**src/rtl/mux4_rr_arbiter.sv**
```systemverilog
// Round-robin arbiter/sequencer that owns the select of the shared 4:1 one-bit mux.
// Optional per-grant hold limit compiled in with `define MUX4_ARB_TIMEOUT_EN.
module mux4_rr_arbiter #(
    parameter int HOLD_MAX = 8,
    parameter int CNT_W    = 4
) (
    input  logic       clk,
    input  logic       rst,
    input  logic [3:0] REQ,
    input  logic [3:0] D,
    output logic [1:0] S,
    output logic [3:0] GNT,
    output logic       Q,
    output logic       V,
    output logic       BUSY
);

    typedef enum logic [1:0] {
        IDLE,
        GRANT,
        RELEASE
    } state_t;

    state_t     state, state_n;
    logic [1:0] ptr, ptr_n;
    logic [1:0] s_n;
    logic [3:0] gnt_n;
    logic       q_n, v_n;
    logic [1:0] winner, idx;
    logic       found;
    logic       any_req;
    logic       hold_done;

`ifdef MUX4_ARB_TIMEOUT_EN
    localparam logic [CNT_W-1:0] HOLD_LAST = CNT_W'(HOLD_MAX - 1);
    logic [CNT_W-1:0] cnt, cnt_n;
    assign hold_done = (cnt == HOLD_LAST);
`else
    assign hold_done = 1'b0;
    // Hold limit is not built; the parameters only have to stay legal.
    if (HOLD_MAX < 1 || HOLD_MAX > 15 || CNT_W < 1) begin : g_illegal_hold_params
    end
`endif

    assign any_req = |REQ;
    assign BUSY    = (state == GRANT);

    // First requester found walking upward from ptr, wrapping mod 4.
    always_comb begin
        winner = ptr;
        found  = 1'b0;
        idx    = ptr;
        for (int i = 0; i < 4; i++) begin
            idx = ptr + 2'(i);
            if (!found && REQ[idx]) begin
                winner = idx;
                found  = 1'b1;
            end
        end
    end

    always_comb begin
        state_n = state;
        ptr_n   = ptr;
        s_n     = S;
        gnt_n   = GNT;
        q_n     = Q;
        v_n     = 1'b0;
`ifdef MUX4_ARB_TIMEOUT_EN
        cnt_n   = cnt;
`endif
        case (state)
            IDLE, RELEASE: begin
                if (any_req) begin
                    state_n = GRANT;
                    s_n     = winner;
                    gnt_n   = 4'b0001 << winner;
`ifdef MUX4_ARB_TIMEOUT_EN
                    cnt_n   = '0;
`endif
                end else begin
                    state_n = IDLE;
                end
            end
            GRANT: begin
                // The owner's last data bit is still delivered on a timeout edge.
                if (REQ[S]) begin
                    q_n = D[S];
                    v_n = 1'b1;
`ifdef MUX4_ARB_TIMEOUT_EN
                    cnt_n = cnt + CNT_W'(1);
`endif
                end
                if (!REQ[S] || hold_done) begin
                    state_n = RELEASE;
                    gnt_n   = 4'b0000;
                    ptr_n   = S + 2'd1;
`ifdef MUX4_ARB_TIMEOUT_EN
                    cnt_n   = '0;
`endif
                end
            end
            default: begin
                state_n = IDLE;
                gnt_n   = 4'b0000;
            end
        endcase
    end

    always_ff @(posedge clk) begin
        if (rst) begin
            state <= IDLE;
            ptr   <= 2'd0;
            S     <= 2'd0;
            GNT   <= 4'b0000;
            Q     <= 1'b0;
            V     <= 1'b0;
`ifdef MUX4_ARB_TIMEOUT_EN
            cnt   <= '0;
`endif
        end else begin
            state <= state_n;
            ptr   <= ptr_n;
            S     <= s_n;
            GNT   <= gnt_n;
            Q     <= q_n;
            V     <= v_n;
`ifdef MUX4_ARB_TIMEOUT_EN
            cnt   <= cnt_n;
`endif
        end
    end

endmodule

```
**config.mk**
```make
export PLATFORM = sky130hd
export DESIGN_NAME = mux4_rr_arbiter
export DESIGN_NICKNAME = d
export VERILOG_FILES = /design/src/rtl/mux4_rr_arbiter.sv
export SDC_FILE = /design/constraint.sdc
export NUM_CORES = 1
export LEC_CHECK = 0
export CAP_MARGIN = 20
export CORE_MARGIN = 2
export CORE_UTILIZATION = 43
export DETAILED_ROUTE_END_ITERATION = 12
export GPL_ROUTABILITY_DRIVEN = 0
export PLACE_DENSITY = 0.75
export SLEW_MARGIN = 20
export SYNTH_ARGS = -nofsm -noshare
export SYNTH_HDL_FRONTEND = slang
export SYNTH_SLANG_ARGS = --single-unit
```
**constraint.sdc**
```tcl
create_clock -name clk -period 2.16 [get_ports clk]
set_input_delay 0.432 -clock clk [delete_from_list [all_inputs] [get_ports clk]]
set_output_delay 0.432 -clock clk [all_outputs]
set_load 0.01 [all_outputs]
```
==> impl_metrics.csv <==
group,metric,value,unit
timing,relSlewSlack,0.784,
detailed_routing,drtIter0Drc,7,
detailed_routing,totalWireLength,1390,µm
floorplan,rows,13,
timing,setup_viol,0,
timing,period_share,0.882,
setup_path,critPathKind,"reg -> out",
setup_path,cp-end-kind,"output port",
placed_design,hpwl,1090,µm
timing,period_minus_slack,1.90,ns
timing,finClkSkew,0.00659,ns
final_layout,nFillCells,106,
grt,grt_antenna_before_repair,0,
floorplan,top_level_ports,19,
pwr,power.leakage,0.342,nW
clock_network,clock_latency,0.27,ns
final_layout,final_nets,104,
final_layout,fin_area,888,µm²
detailed_routing,drc,0,
placed_design,dpl_cell_area,852,µm²
clock_network,clkTransAtPathRegs,0.08,ns
final_layout,areaGrowthSynthToFinish,50.7,%
grt,grt_overflow,0,
detailed_routing,dr.pass1.iters,4,
logic_synthesis,synthCells,63,
pwr,p_per_area,690,nW/µm²
floorplan,die_x,41.0,µm
clock_network,cts_resized,0,
logic_synthesis,synth_area,589,µm²
clock_network,numCtsBuffers,3,
detailed_routing,vias,598,
clock_network,cts_tree,"built",
final_layout,drive_above_1_share,0.183,
logic_synthesis,synth_warnings,0,
floorplan,fp.dieH,41.0,µm
grt,grt_max_degree,12,
clock_network,post_cts.repair.setup_buffers,0,
final_layout,layout_commonest_cell,"clkdlybuf4s50_1",
timing,setup_ws,0.255,ns
job,drv_cap,0,
logic_synthesis,syn_area_per_cell,9.35,µm²
setup_path,cp-start-kind,"flip-flop",
setup_path,slowest_delay,0.56,ns
min_path,min_path_type,"reg -> reg",
pwr,power,0.000613,W
setup_path,worstPathRequired,1.73,ns
timing,rsz0062_at_grt,"false",
setup_path,cp_max_fo,6,
placed_design,portBuffers,18,
logic_synthesis,synth_fp_nets,73,
floorplan,initial_core_util,0.459,
placed_design,dpl_worst_slack,0.0551,ns
final_layout,multi_input_area,342,µm²
detailed_routing,wl_per_cell,12.8,µm
detailed_routing,vias_per_cell,5.54,
setup_path,slowest_stage,"clkdlybuf4s50_1",
detailed_routing,ant_nets,0,
clock_network,htree_levels,1,
final_layout,most-common-layout-cells,"clkdlybuf4s50_1 (18), nor2_1 (13), dfxtp_1 (12)",
setup_path,crit_path_cell_trace,"nor2b_1, clkdlybuf4s50_1",
timing,slew_violations,0,
timing,fin_setup_tns,0,ns
final_layout,final-seq-area,240,µm²
grt,grt_pass1_vias,500,
timing,final-hold-violation-count,0,
grt,grtUsageTotal,0.210,
clock_network,clockBufferDepth,2,
pwr,vdd_drop_max,0.336,mV
grt,grt_first_pass_wirelength,2200,µm
clock_network,hold_buffers,0,
setup_path,cp_data_arrival_time,1.47,ns
logic_synthesis,ys_seq_area_frac,0.408,
floorplan,dieArea,1680,µm²
timing,fmax,0.525,GHz
clock_network,cts.sinks,12,
logic_synthesis,ys_ff_latch,12,
run_status,outcome,"finished clean",
final_layout,diodes,0,
logic_synthesis,yosys.cell_types.count,26,
timing,max_slew.worst_pin.slew,0.323,ns
clock_network,root_buffer,"clkbuf_4",
floorplan,coreArea,1280,µm²
## stage by stage
stage	instances	utilization	hold slack, ns
after floorplan	63	-	0.489
after global placement	104	0.663	0.447
after detailed placement	104	0.663	0.451
after CTS	108	0.691	0.478
after global routing	108	0.691	0.498
final	108	0.691	0.469
## critical path, delay by kind of cell, from the launching register on
kind	cells	cell delay (ns)
AND/OR/NAND/NOR	1	0.21
buffers and inverters	1	0.56
flip-flops	1	0.42
## state kept, by name (all words and copies together) (netlist names)
name,count
V,1
ptr,2
GNT,4
S,2
Q,1
state,2
## cell usage after synthesis
library cell,number,area share
nor2_1,13,0.083
dfxtp_1,12,0.41
o21ai_1,1,0.0085
a221o_1,1,0.017
nor2b_1,4,0.042
mux4_2,1,0.038
or2_2,1,0.011
a211oi_1,3,0.038
nor3b_4,1,0.032
mux4_1,1,0.045
o22a_1,1,0.015
nand2b_1,2,0.021
a21oi_1,4,0.034
inv_1,1,0.0064
xnor2_1,1,0.015
a22oi_1,2,0.025
mux2_1,1,0.019
nor4_1,2,0.021
o21a_1,1,0.013
mux2i_1,1,0.017
nor2b_2,1,0.015
or3_1,1,0.011
nand2_1,3,0.019
clkbuf_1,1,0.0064
o2bb2ai_1,2,0.030
o22ai_1,1,0.011
## layout make-up
| type | instances | share of cell area |
|---|---|---|
| well taps | 15 | 0.0211 |
| clock buffers | 4 | 0.0408 |
| multi-input cells | 49 | 0.385 |
| repair buffers | 27 | 0.279 |
| flip-flops and latches | 12 | 0.270 |
| inverters | 1 | 0.00423 |
## power breakdown
part           leakage (nW)  internal (W)  switching (W)
clock network        0.0210      0.000102      0.0000748
logic                 0.223      0.000103      0.0000709
registers            0.0984      0.000242      0.0000205
total                 0.342      0.000447       0.000166
## path summary, 6_finish.rpt
kind / slack, ns / depth (start not counted) / to / from
min reg2reg: 0.47 / 1 / GNT[2] / GNT[2]
min: 0.47 / 1 / GNT[2] / GNT[2]
max reg2reg: 0.51 / 5 / ptr[1] / S[0]
max: 0.26 / 2 / BUSY / state[0]
## routing by layer
| layer | part of all wire | up-vias | GRT usage |
|---|---|---|---|
| met4 | 0.0087 | 0 | 0.0917 |
| met5 | 0 | - | 0 |
| li1 | - | 293 | - |
| met1 | 0.42 | 278 | 0.245 |
| met3 | 0.080 | 2 | 0.109 |
| met2 | 0.49 | 25 | 0.316 |
## kinds of logic after synthesis
logic type	after synthesis	share of synthesized area
simple gates	28	0.255
xor+xnor	1	0.0149
buf+inv	2	0.0127
mux	4	0.119
compound gates	16	0.191
flops	12	0.408
Note: power is estimated with default switching activity, not from simulation.
